`config.mk`:
```
export PLATFORM = sky130hd
export DESIGN_NAME = pixel_fetch
export DESIGN_NICKNAME = d
export VERILOG_FILES = /design/src/rtl/pixel_fetch.sv
export SDC_FILE = /design/constraint.sdc
export NUM_CORES = 1
export LEC_CHECK = 0
export ABC_AREA = 1
export CAP_MARGIN = 25
export CORE_MARGIN = 5
export CORE_UTILIZATION = 55
export CTS_CLUSTER_SIZE = 20
export DETAILED_ROUTE_END_ITERATION = 6
export PLACE_DENSITY = 0.85
export SETUP_SLACK_MARGIN = 0.4
export SKIP_LAST_GASP = 1
export SLEW_MARGIN = 20
export SYNTH_ARGS = -nofsm -noshare
export SYNTH_HDL_FRONTEND = slang
export SYNTH_SLANG_ARGS = --single-unit
```
`constraint.sdc`:
```
create_clock -name clk -period 5.2 [get_ports clk]
set_clock_uncertainty 0.1 [all_clocks]
set_input_delay 1.3 -clock clk [delete_from_list [all_inputs] [get_ports clk]]
set_output_delay 1.3 -clock clk [all_outputs]
set_load 0.1 [all_outputs]
```
`src/rtl/pixel_fetch.sv`:
```
// Avalon-MM read master that streams a contiguous 16-bit image into the sobel stage through a FWFT FIFO.
// Optional build macro SWAP_BYTES_EN byte-swaps each returned word (big-endian image files).
module pixel_fetch #(
    parameter int FIFO_DEPTH      = 16,
    parameter int MAX_OUTSTANDING = 8,
    parameter int CNT_W           = 18
) (
    input  logic             clk,
    input  logic             reset_n,
    input  logic             ready,
    input  logic             cont,
    output logic             done,
    input  logic [31:0]      base_addr,
    input  logic [CNT_W-1:0] num_pixels,
    output logic [31:0]      address,
    output logic             read_n,
    output logic             chipselect,
    output logic [1:0]       byteenable,
    input  logic             waitrequest,
    input  logic             readdatavalid,
    input  logic [15:0]      readdata,
    output logic [15:0]      pix_data,
    output logic             pix_valid,
    input  logic             pix_ready
);

    localparam int PTR_W = $clog2(FIFO_DEPTH);
    localparam int OCC_W = PTR_W + 1;
    localparam int OUT_W = $clog2(MAX_OUTSTANDING + 1);

    typedef enum logic [1:0] {S_IDLE, S_FETCH, S_DRAIN, S_DONE} state_t;

    state_t           state;
    logic [CNT_W-1:0] num_r;
    logic [CNT_W-1:0] issued;
    logic [CNT_W-1:0] returned;
    logic [OUT_W-1:0] outstanding;

    logic [15:0]      mem [FIFO_DEPTH];
    logic [PTR_W-1:0] wr_ptr;
    logic [PTR_W-1:0] rd_ptr;
    logic [OCC_W-1:0] occ;

    logic             accept;
    logic             push;
    logic             pop;
    logic             can_issue;
    logic [CNT_W-1:0] issued_nxt;
    logic [OUT_W-1:0] out_nxt;
    logic [OCC_W-1:0] occ_nxt;
    logic [15:0]      wr_data;

    assign byteenable = 2'b11;
    assign pix_valid  = (occ != '0);
    assign pix_data   = mem[rd_ptr];

`ifdef SWAP_BYTES_EN
    assign wr_data = {readdata[7:0], readdata[15:8]};
`else
    assign wr_data = readdata;
`endif

    // Returns arriving in IDLE are leftovers from a read cut short by reset.
    assign accept = (state == S_FETCH) && !read_n && !waitrequest;
    assign push   = readdatavalid && ((state == S_FETCH) || (state == S_DRAIN));
    assign pop    = pix_valid && pix_ready;

    assign issued_nxt = issued + CNT_W'(accept);
    assign out_nxt    = outstanding + OUT_W'(accept) - OUT_W'(push);
    assign occ_nxt    = occ + OCC_W'(push) - OCC_W'(pop);

    // Every issued read must already own a FIFO slot, so outstanding plus occupancy bounds issue.
    assign can_issue = (issued_nxt < num_r)
                    && ((int'(out_nxt) + int'(occ_nxt)) < FIFO_DEPTH)
                    && (int'(out_nxt) < MAX_OUTSTANDING);

    // NOTE: the storage array has no reset; only pointers and occupancy define its contents.
    always_ff @(posedge clk) begin
        if (push) mem[wr_ptr] <= wr_data;
    end

    always_ff @(posedge clk) begin
        if (!reset_n) begin
            wr_ptr <= '0;
            rd_ptr <= '0;
            occ    <= '0;
        end else begin
            if (push) wr_ptr <= wr_ptr + 1'b1;
            if (pop)  rd_ptr <= rd_ptr + 1'b1;
            occ <= occ_nxt;
        end
    end

    always_ff @(posedge clk) begin
        if (reset_n && push && !pop) assert (occ != OCC_W'(FIFO_DEPTH));
    end

    always_ff @(posedge clk) begin
        if (!reset_n) begin
            state       <= S_IDLE;
            read_n      <= 1'b1;
            chipselect  <= 1'b0;
            done        <= 1'b0;
            address     <= '0;
            num_r       <= '0;
            issued      <= '0;
            returned    <= '0;
            outstanding <= '0;
        end else begin
            issued      <= issued_nxt;
            outstanding <= out_nxt;
            if (push)   returned <= returned + CNT_W'(1);
            if (accept) address  <= address + 32'd2;

            // NOTE: later non-blocking assignments in this block override the defaults above.
            case (state)
                S_IDLE: begin
                    if (ready) begin
                        address     <= base_addr;
                        num_r       <= num_pixels;
                        issued      <= '0;
                        returned    <= '0;
                        outstanding <= '0;
                        if (num_pixels == '0) begin
                            state <= S_DONE;
                            done  <= 1'b1;
                        end else begin
                            state <= S_FETCH;
                        end
                    end
                end
                S_FETCH: begin
                    if (read_n || !waitrequest) begin
                        if (issued_nxt == num_r) begin
                            read_n     <= 1'b1;
                            chipselect <= 1'b0;
                            state      <= S_DRAIN;
                        end else begin
                            read_n     <= !can_issue;
                            chipselect <= can_issue;
                        end
                    end
                end
                S_DRAIN: begin
                    if ((returned == num_r) && (occ == '0)) begin
                        state <= S_DONE;
                        done  <= 1'b1;
                    end
                end
                S_DONE: begin
                    if (cont) begin
                        state <= S_IDLE;
                        done  <= 1'b0;
                    end
                end
                default: state <= S_IDLE;
            endcase
        end
    end

endmodule

```
Yosys cells after proc, flatten, opt, wreduce, memory -nomap -nowiden. Memories as Yosys holds them, arrays and structs flattened. A register that Yosys moved wholly into a read port is not among the register bits. Index checks and enable logic that the tools add are counted.

$add $sub $neg: 10. $lt $le $gt $ge: 3. Equality and inequality tests: 11. Reduce and logical (&&, ||, !) cells: 21. Multiplexer cells: 28.

Operators with widths (count): 32-bit 2-to-1 mux (3); 18-bit 2-to-1 mux (5); 18-bit equality test (2); 32-bit by 2-bit adder with 32-bit output, second input constant (1); 18-bit by 1-bit adder with 18-bit output (1); 18-bit by 1-bit adder with 18-bit output, second input constant (1); 18-bit logical NOT (1); 18-bit less-than comparator (1); 4-bit 2-to-1 mux (4); 2-bit 2-to-1 mux (6); 5-bit AND reduction (2); 4-bit by 1-bit adder with 4-bit output, second input constant (2); 1-bit 2-to-1 mux (8); 2-bit one-hot mux with 4 select lines (1); 1-bit logical AND (7); 4-bit by 5-bit adder with 6-bit output (1); 6-bit by 5-bit less-than comparator with 1-bit output, second input constant (1); 2-bit by 1-bit != test with 1-bit output, second input constant (3); 2-bit != test, second input constant (3); 5-bit by 1-bit adder with 5-bit output (1); 5-bit logical NOT (1); 5-bit nonzero test (1); 5-bit by 1-bit subtractor with 5-bit output (1); 4-bit by 1-bit adder with 4-bit output (1); other kinds (10) (15).

Memories: 1. Bits in writable memories: 256. Logic and storage cells: 86. Input port bits: 73. Output and inout bits: 54. Flip-flop bits (word level): 108.

Memory list: mem (words 16, bits a word 16, read ports 1, clocked after Yosys merged registers in 1, write ports 1, RTL line 39) `logic [15:0] mem [FIFO_DEPTH];`.

Longest topological paths before layout.
Word-level depth: 11. Depth in mapped cells: 25. Gate-level depth less buffers: 25.

Worst setup path after synthesis. Ideal clock, no wire load.

Path type: input to register. Start point: input waitrequest. End point: register state[1]. Library setup time: 0.064 ns. Arrival time: 3.897 ns. Path buffers: 0. Path slack: 1.139 ns. Data required time: 5.036 ns. Stages on the path: 22. Cell sequence: nor3_4 -> nand2_4 -> inv_1 -> ha_1 -> nand3_1 -> nor2_1 -> nand2_1 -> nor2_1 -> nand4_1 -> xor2_1 -> inv_1 -> ha_1 -> nand2_1 -> nor2_1 -> nand2_1 -> nor2_1 -> nand3_1 -> a21oi_1 -> nand3_1 -> nand2_1 -> inv_1 -> nor2_1.

Word-level cells in the longest chain between the ends: 6. Elaborated cells between the ends (all ways): 8. Those cells by class: 1 x add/sub; 3 x eq/ne; 4 x reduce/logical.

RTL lines: start: declaration (RTL line 19) `input logic waitrequest,`; 1-bit logical NOT * (RTL line 64, 133); 1-bit logical AND (RTL line 64) `assign accept = (state == S_FETCH) && !read_n && !waitrequest;`; 18-bit by 1-bit adder with 18-bit output (RTL line 68) `assign issued_nxt = issued + CNT_W'(accept);`; 18-bit equality test (RTL line 134) `if (issued_nxt == num_r) begin`; 2-bit by 1-bit != test with 1-bit output (no line); 5-bit AND reduction (no line) *; end signal: assignment (RTL line 128) `state <= S_FETCH;`; end signal: assignment (RTL line 137) `state <= S_DRAIN;`; end signal: assignment (RTL line 146) `state <= S_DONE;`; end: declaration (RTL line 33) `state_t state;`.

Mark *: on every way between the ends. The rest lies on a longest branch, timed or not. A chain may end at the register's enable or synchronous reset.

Worst setup path after layout.
Start point: input waitrequest. End point: register state[0].

The elaborated chain is that of the path after synthesis.

==> impl_results.md <==
* Asr flop ratio synth at 0%
* Synthesized area per cell at just under 10 um2
* Site Rows at 64
* Drt wl/cell at 17.6 um
* Share of cells above drive strength 1 at around 7%
* Vias per inst at 5.58
* Dominant cell type by area after synthesis: edfxtp_1
* Clock transition at path regs at 0.06 ns
* Root Driver: clkbuf_16
* Starting Density at 55.5%
* Critical Path AT at 4.75 ns
* WL met1 at 15.9 mm
* Worst EP required at 5.57 ns
* IO Port Bufs at 124
* Crit Path Max Fanout at 5
* Post-Synthesis Cells at around 1.7k
* Residual DRC at 0
* CTS Sinks at about 370
* Measured slew at the worst slew-check pin at around 1.0 ns
* Final min period at 4.39 ns
* Setup TNS at 0 ns
* Maximum number of pins on one net before global-route repair at 70
* Total CTS buffers at 38
* Nets at 1966
* Synthesis-stage register bit count at approximately 370
* Top_reg_cell synth: edfxtp_1
* Routed WL at 40.0 mm
* Startpoint types: input pin
* Final Hold Viols at 0
* Mapped Area at around 17000 um2
* CP cell instances: clkdlybuf4s50_1, nor3_4, nand2_4, inv_1, ha_1, nand3_1, nor2_1, nand2_1, nor2_1, nand4_1, xor2_1, inv_1, ha_1, nand2_1, nor2_1, nand2_1, nor2_1, nand3_1, a21oi_1, nand3_1, nand2_1, inv_1, nor2_1
* N_diodes at 0
* Buffer levels on the longest clock path at 3
* Buf+Inv Stages, Crit Path at 4
* Area delta synth->final at 17.2%
* CP most frequent cell: nor2_1
* Full die area at 34400 um2
* Max transition margin at 31.1%
* Peak VDD IR at 0.499 mV
* Seq/Total Area, Yosys at between 50% and 60%
* Top cell type's share of synthesized area at 45.4%
* WS Path Type: input pin to register
* Syn. warnings at 0
* Post-CTS sizing at 0
* Tot GR Track Use at 22.8%
* Crit path capture type: register
* RSZ-0062 raised after global routing: false
* Boundary Pins at 127
* Area contributors post-synth: edfxtp_1, dfxtp_1, nand2_1, inv_1, o21ai_0
* Final worst path period share at 84.3%
* Worst hold path class: register to register
* Number of synthesized flops with an enable pin at 256
* CP max-delay cell: clkdlybuf4s50_1
* Final Setup Violations at 0
* Core region area at between 30000 and 40000 um2
* Detail Route Antenna Nets at 0
* Total grt overflow at 0
* TritonCTS clock tree: yes
* Post-CTS Setup Inserts at 0
* Die height at approximately 190 um
* Leakage at 7.77 nW
* Die X at 185 um
* Final Slew Violations at 0
* Largest delay share family, worst path: simple AND/OR/NAND/NOR gates
* Clock latency on the worst-skew pair at 0.53 ns
* Outcome: completed
* Highest metal used: met4
* CP max stage delay at about 0.48 ns
* H-tree lvl count at 2
* Power density cells at just over 500 nW/um2
* Antenna violations before repair at 0
* Pre-antenna DRT Iters at 5
* Met3 WL at 3.03 mm
* Vias in the first global route at 12.6k
* Final RePlAce weighted congestion at roughly 0.9
* Detailed Place HPWL at 24.8 mm
* Hold buffer count at CTS at 0
* Metal2 WL at 20.0 mm
* Commonest non-fill, non-tap cell in the layout: nand2_1
* Via count at approximately 13k
* Fmax at roughly 230 MHz
* Synth cell types at 42
* Global-route wire length before repair at 62.8 mm
* Max-cap violations at 0
* Hold slack at roughly 0.37 ns
* Commonest non-fill, non-tap cells in the layout: nand2_1, edfxtp_1, inv_1
* Drt first-iter violations at roughly 1.1k
## metrics by stage
stage	total power, mW	area [um2]	utilization, %	instances	setup WS [ns]
2_1_floorplan	6.50	16900	-	1725	1.14
3_3_place_gp	7.29	18600	60.8	2204	0.493
3_5_place_dp	7.40	18600	60.9	2205	0.366
4_1_cts	10.1	19800	65.0	2275	0.878
5_1_grt	10.6	19800	65.0	2275	0.421
6_report	10.1	19800	65.0	2275	0.814
## power by group
| group | internal, mW | switching, mW |
|---|---|---|
| logic | 1.02 | 2.71 |
| clock network | 1.60 | 1.13 |
| registers | 3.40 | 0.252 |
| total | 6.02 | 4.09 |
## sequential cells by signal (all words and copies together) (netlist names), 2 cells and up, named ones only
signal       count
address         32
issued          18
mem            256
num_r           18
occ              5
outstanding      4
rd_ptr           4
returned        18
state            2
wr_ptr           4
## tightest hold or removal path: cells and delay by family (launching register included)
family	cells	cell delay (ns)
flops	1	0.29
compound gates	1	0.06
buf+inv	1	0.07
## logic make-up (layout without fill, tap and decap cells)
family	after synthesis	count (layout)	synth area share, %
buffers and inverters	303	457	6.90
DFF	368	368	58.7
muxes	64	64	3.78
and+or+nand+nor	582	582	14.6
AOI/OAI and AO/OA	324	324	10.7
other	1	2	0.0222
xor gates and xnor gates	38	38	1.97
adders and majority gates	44	44	3.34
## cells in the mapped netlist, drive strengths merged, types with 31 or more instances
master	number
nand2	303
xor2	31
o211ai	67
nand3	72
inv	233
o21ai	136
mux2i	64
nor2	147
dfxtp	112
ha	42
edfxtp	256
a21oi	112
clkbuf	48
## routing by layer
metal	global-route usage (%)	up-vias
met4	7.63	0
met2	40.3	557
li1	-	6091
met3	4.24	94
met5	0	-
met1	28.3	5942
## area by class of cell
cell class	instances	area [um2]
clock inverter	25	246
multi-input combinational	1054	5840
timing repair buffer	153	1440
inverter	234	880
fill	2241	10700
sequential	368	9930
clock buffer	45	1010
tap	396	495
## path summary, 6_finish.rpt
check | endpoint | slack (ns) | depth (start not counted) | startpoint
max | state[0] | 0.81 | 23 | waitrequest
max reg2reg | state[0] | 1.36 | 25 | state[1]
min | rd_ptr[3] | 0.37 | 2 | rd_ptr[3]
min reg2reg | rd_ptr[3] | 0.37 | 2 | rd_ptr[3]
Note: power is estimated with default switching activity, not from simulation.
==> patch 1 (config.mk and constraints unchanged) <==
Reset style: asynchronous (`reset_n`), changed in 2 clocked blocks.
--- a/src/rtl/pixel_fetch.sv
+++ b/src/rtl/pixel_fetch.sv
@@ -81,3 +81,3 @@
 
-    always_ff @(posedge clk) begin
+    always_ff @(posedge clk or negedge reset_n) begin
         if (!reset_n) begin
@@ -97,3 +97,3 @@
 
-    always_ff @(posedge clk) begin
+    always_ff @(posedge clk or negedge reset_n) begin
         if (!reset_n) begin
Formal check against the unedited RTL: differs if reset_n is asserted again (counterexample within 4 cycles, from zero or initial values and one cycle with reset_n low); with reset_n held inactive, the same outputs for 4 cycles.
==> patch 1 against the original RTL <==
Final area grew 1.0%; non-clock buffer count is 1 higher; clock power decreased by 3%; sequential cell count decreased by 4; total power rose by 28%; sequential share of layout area up 1.8 points; setup slack better by 210 ps; routed wire length rose by 3.3%; critical path depth is 2 lower; synthesized area down 0.33%.
==> patch 1: results (changes against the original RTL) <==
register area share after synthesis = 61.60% (+2.9 points)
M3 GR Usage = 5.440% (+1.2 points)
fill cell count = 2163 (-3.5%)
Area after DPL = 0.01875 mm^2 (+0.87%)
synth unique cells = 55 (+31%)
TritonRoute pass-1 iters = 6 (+1)
DRT met1 WL = 16000 um (+0.83%)
All-Layer GR Usage = 24.04% (+1.2 points)
layout cell share with drive strength beyond 1 = 10.47% (+3.4 points)
reg-to-reg endpoint = read_n
Synth top area share = 45.57% (+0.15 points)
status = finished clean
GPL Wtd Cong = 0.8870 (-3.7%)
NonClk Buf Share = 8.320% (+1.1 points)
Post-Synthesis Cells = 1620 (-6.0%)
met1 usage = 31.79% (+3.5 points)
dominant cells by area after synthesis = edfxtp_1 46%, dfrtp_1 16%, nand2_1 5.8%
layout clock buffer count = 48 (+6.7%)
Place WS = 471.8 ps (+106.3 ps)
clk sinks = 364 (-1.1%)
#MultiIn Comb = 1052 (-0.19%)
final WL = 41290 um (+3.3%)
Synth async-reset ratio = 29.67% (+30 points)
highest routed layer = met5
hold wc startpoint = address[0]
nonclk buf count = 154 (+0.65%)
initial antenna violation count = 3 (+3)
Setup crit end = state[0]
Hold WS = 403.6 ps (+29.60 ps)
Seq. cell area = 0.01040 mm^2 (+4.6%)
patch 1: power groups by stage:
stage | Combinational (W) | Sequential [W] | Clock [W]
after CTS | 0.00640 | 0.00386 | 0.00268
final | 0.00641 | 0.00387 | 0.00265
after global placement | 0.00618 | 0.00390 | 0
after floorplan | 0.00352 | 0.00476 | 0
after global routing | 0.00687 | 0.00391 | 0.00283
after detailed placement | 0.00635 | 0.00391 | 0
patch 1: kinds of logic after synthesis:
| logic type | count (synthesis) | share of synthesized area, % |
|---|---|---|
| AO/OA/AOI/OAI | 303 | 10.67 |
| XOR/XNOR | 45 | 2.381 |
| adder cells (fa/ha/maj) | 45 | 3.427 |
| buffers and inverters | 205 | 4.762 |
| flip-flops | 364 | 61.60 |
| multiplexers | 1 | 0.05934 |
| other | 1 | 0.02223 |
| AND/OR/NAND/NOR | 656 | 17.08 |
==> patch 2 (config.mk and constraints unchanged) <==
Without the edit above. `MAX_OUTSTANDING`: 8 -> 16.
--- a/src/rtl/pixel_fetch.sv
+++ b/src/rtl/pixel_fetch.sv
@@ -4,3 +4,3 @@
     parameter int FIFO_DEPTH      = 16,
-    parameter int MAX_OUTSTANDING = 8,
+    parameter int MAX_OUTSTANDING = 16,
     parameter int CNT_W           = 18
Formal check against the unedited RTL: no difference found for any inputs over 4 cycles, from zero or initial values and one cycle with reset_n low; that may be too few to reach the edited logic, so the function may still have changed.
==> patch 2 against the original RTL <==
Total power is 0.51% higher; setup slack worse by 28 ps; final area increased by 0.63%; synthesized area rose by 1.0%; count of clock-buffer cells in the layout rose by 3; sequential cell count up 1; routed wire length increased by 1.9%; combinational power increased by 4%; global-route usage fell by 0.56 points; cell count rose by 0.57%; hold slack barely moved; first-iteration DRC count increased by 6.3%.
==> patch 2: results (changes against the original RTL) <==
Synth top cells by count = 298 x nand2_1, 256 x edfxtp_1, 237 x inv_1, 148 x nor2_1, 125 x o21ai_0
Setup crit end = state[1]
synth unique cells = 47 (+12%)
GPL Wtd Cong = 0.9283 (+0.83%)
met1 usage = 28.76% (+0.49 points)
Clk pwr share = 25.6% (-1.3 points)
setup slack, reg-to-reg = 1240 ps (-120 ps)
first-pass GRT wire length = 63660 um (+1.4%)
All-Layer GR Usage = 22.26% (-0.56 points)
Max stage delay on crit path = 430 ps (-50 ps)
Worst-Margin Slew = 1041 ps (+10.89 ps)
Final HPWL DP = 25840 um (+4.2%)
TritonRoute pass-1 iters = 6 (+1)
final WL = 40740 um (+1.9%)
status = finished clean
Place WS = 245.3 ps (-120.2 ps)
number of synthesized flops with an enable pin = 256 (unchanged)
met3 WL = 3686 um (+22%)
peak supply drop = 500.6 uV (+0.34%)
Layout Area Growth over Synthesis = 16.76%
Slowest cell on crit path = clkdlybuf4s50_1
largest net degree at the start of global routing = 124 (+77%)
final layout net count = 1982 (+0.81%)
reg-to-reg endpoint = read_n
CP Max Fanout = 15 (+10)
initial drt markers = 1204 (+6.3%)
Via Count = 12680 (-0.024%)
global routing usage on met2 = 38.04% (-2.3 points)
placed cells = 2218 (+0.59%)
Leakage = 7.738 nW (-0.39%)
M3 GR Usage = 4.634% (+0.39 points)
Post-Synthesis Cells = 1741 (+0.99%)
fill cell count = 2264 (+1.0%)
Hold WS = 374.4 ps (+0.3850 ps)
setup ws final = 786.3 ps (-28.05 ps)
r2r startpoint = state[0]
layout cell share with drive strength beyond 1 = 7.770% (+0.74 points)
Area after DPL = 0.01875 mm^2 (+0.91%)
dominant cells by area after synthesis = edfxtp_1 45%, dfxtp_1 13%, nand2_1 6.5%
clock group total power = 0.00260 W (-4%)
DRT met1 WL = 16260 um (+2.5%)
register area share after synthesis = 58.19% (-0.48 points)
reg2reg path depth = 21 (-16%)
clk root buf = clkbuf_16
Arr. time, crit path = 4780 ps (+30 ps)
met2 wire length = 19730 um (-1.3%)
Seq pwr share = 36.1% (about the same)
Net Sw Power = 0.004199 W (+2.6%)
vias in the first global route = 12340 (-2.1%)
==> patch 2: cell types whose count changed in the layout (fill, tap and decap cells not counted), moves of 4 or more <==
cell,before,now
buf_4,43,36
a21oi_1,112,108
o21ai_0,135,125
nor2_1,138,134
nor3_1,27,23
clkbuf_1,5,9
xnor2_1,7,12
o21bai_1,3,8
o21ai_1,1,8
nand3_1,72,63
nor2_2,8,19
inv_1,230,237
==> patch 2: area by class of cell <==
class,count,share of cell area (%)
Timing Repair Buffer,149,7.126
Sequential cell,369,49.87
Multi-Input combinational cell,1060,29.94
Inverter,245,4.613
Clock buffer,48,5.001
Clock inverter,21,0.9652
Tap cell,396,2.482
==> patch 2: logic make-up after synthesis <==
family | after synthesis | share of synthesized area, %
adder cells (fa/ha/maj) | 46 | 3.454
AO/OA/AOI/OAI | 320 | 10.52
buffers and inverters | 313 | 7.134
AND/OR/NAND/NOR | 586 | 14.78
flip-flops | 369 | 58.19
multiplexers | 64 | 3.746
other | 1 | 0.02193
XOR/XNOR | 42 | 2.151
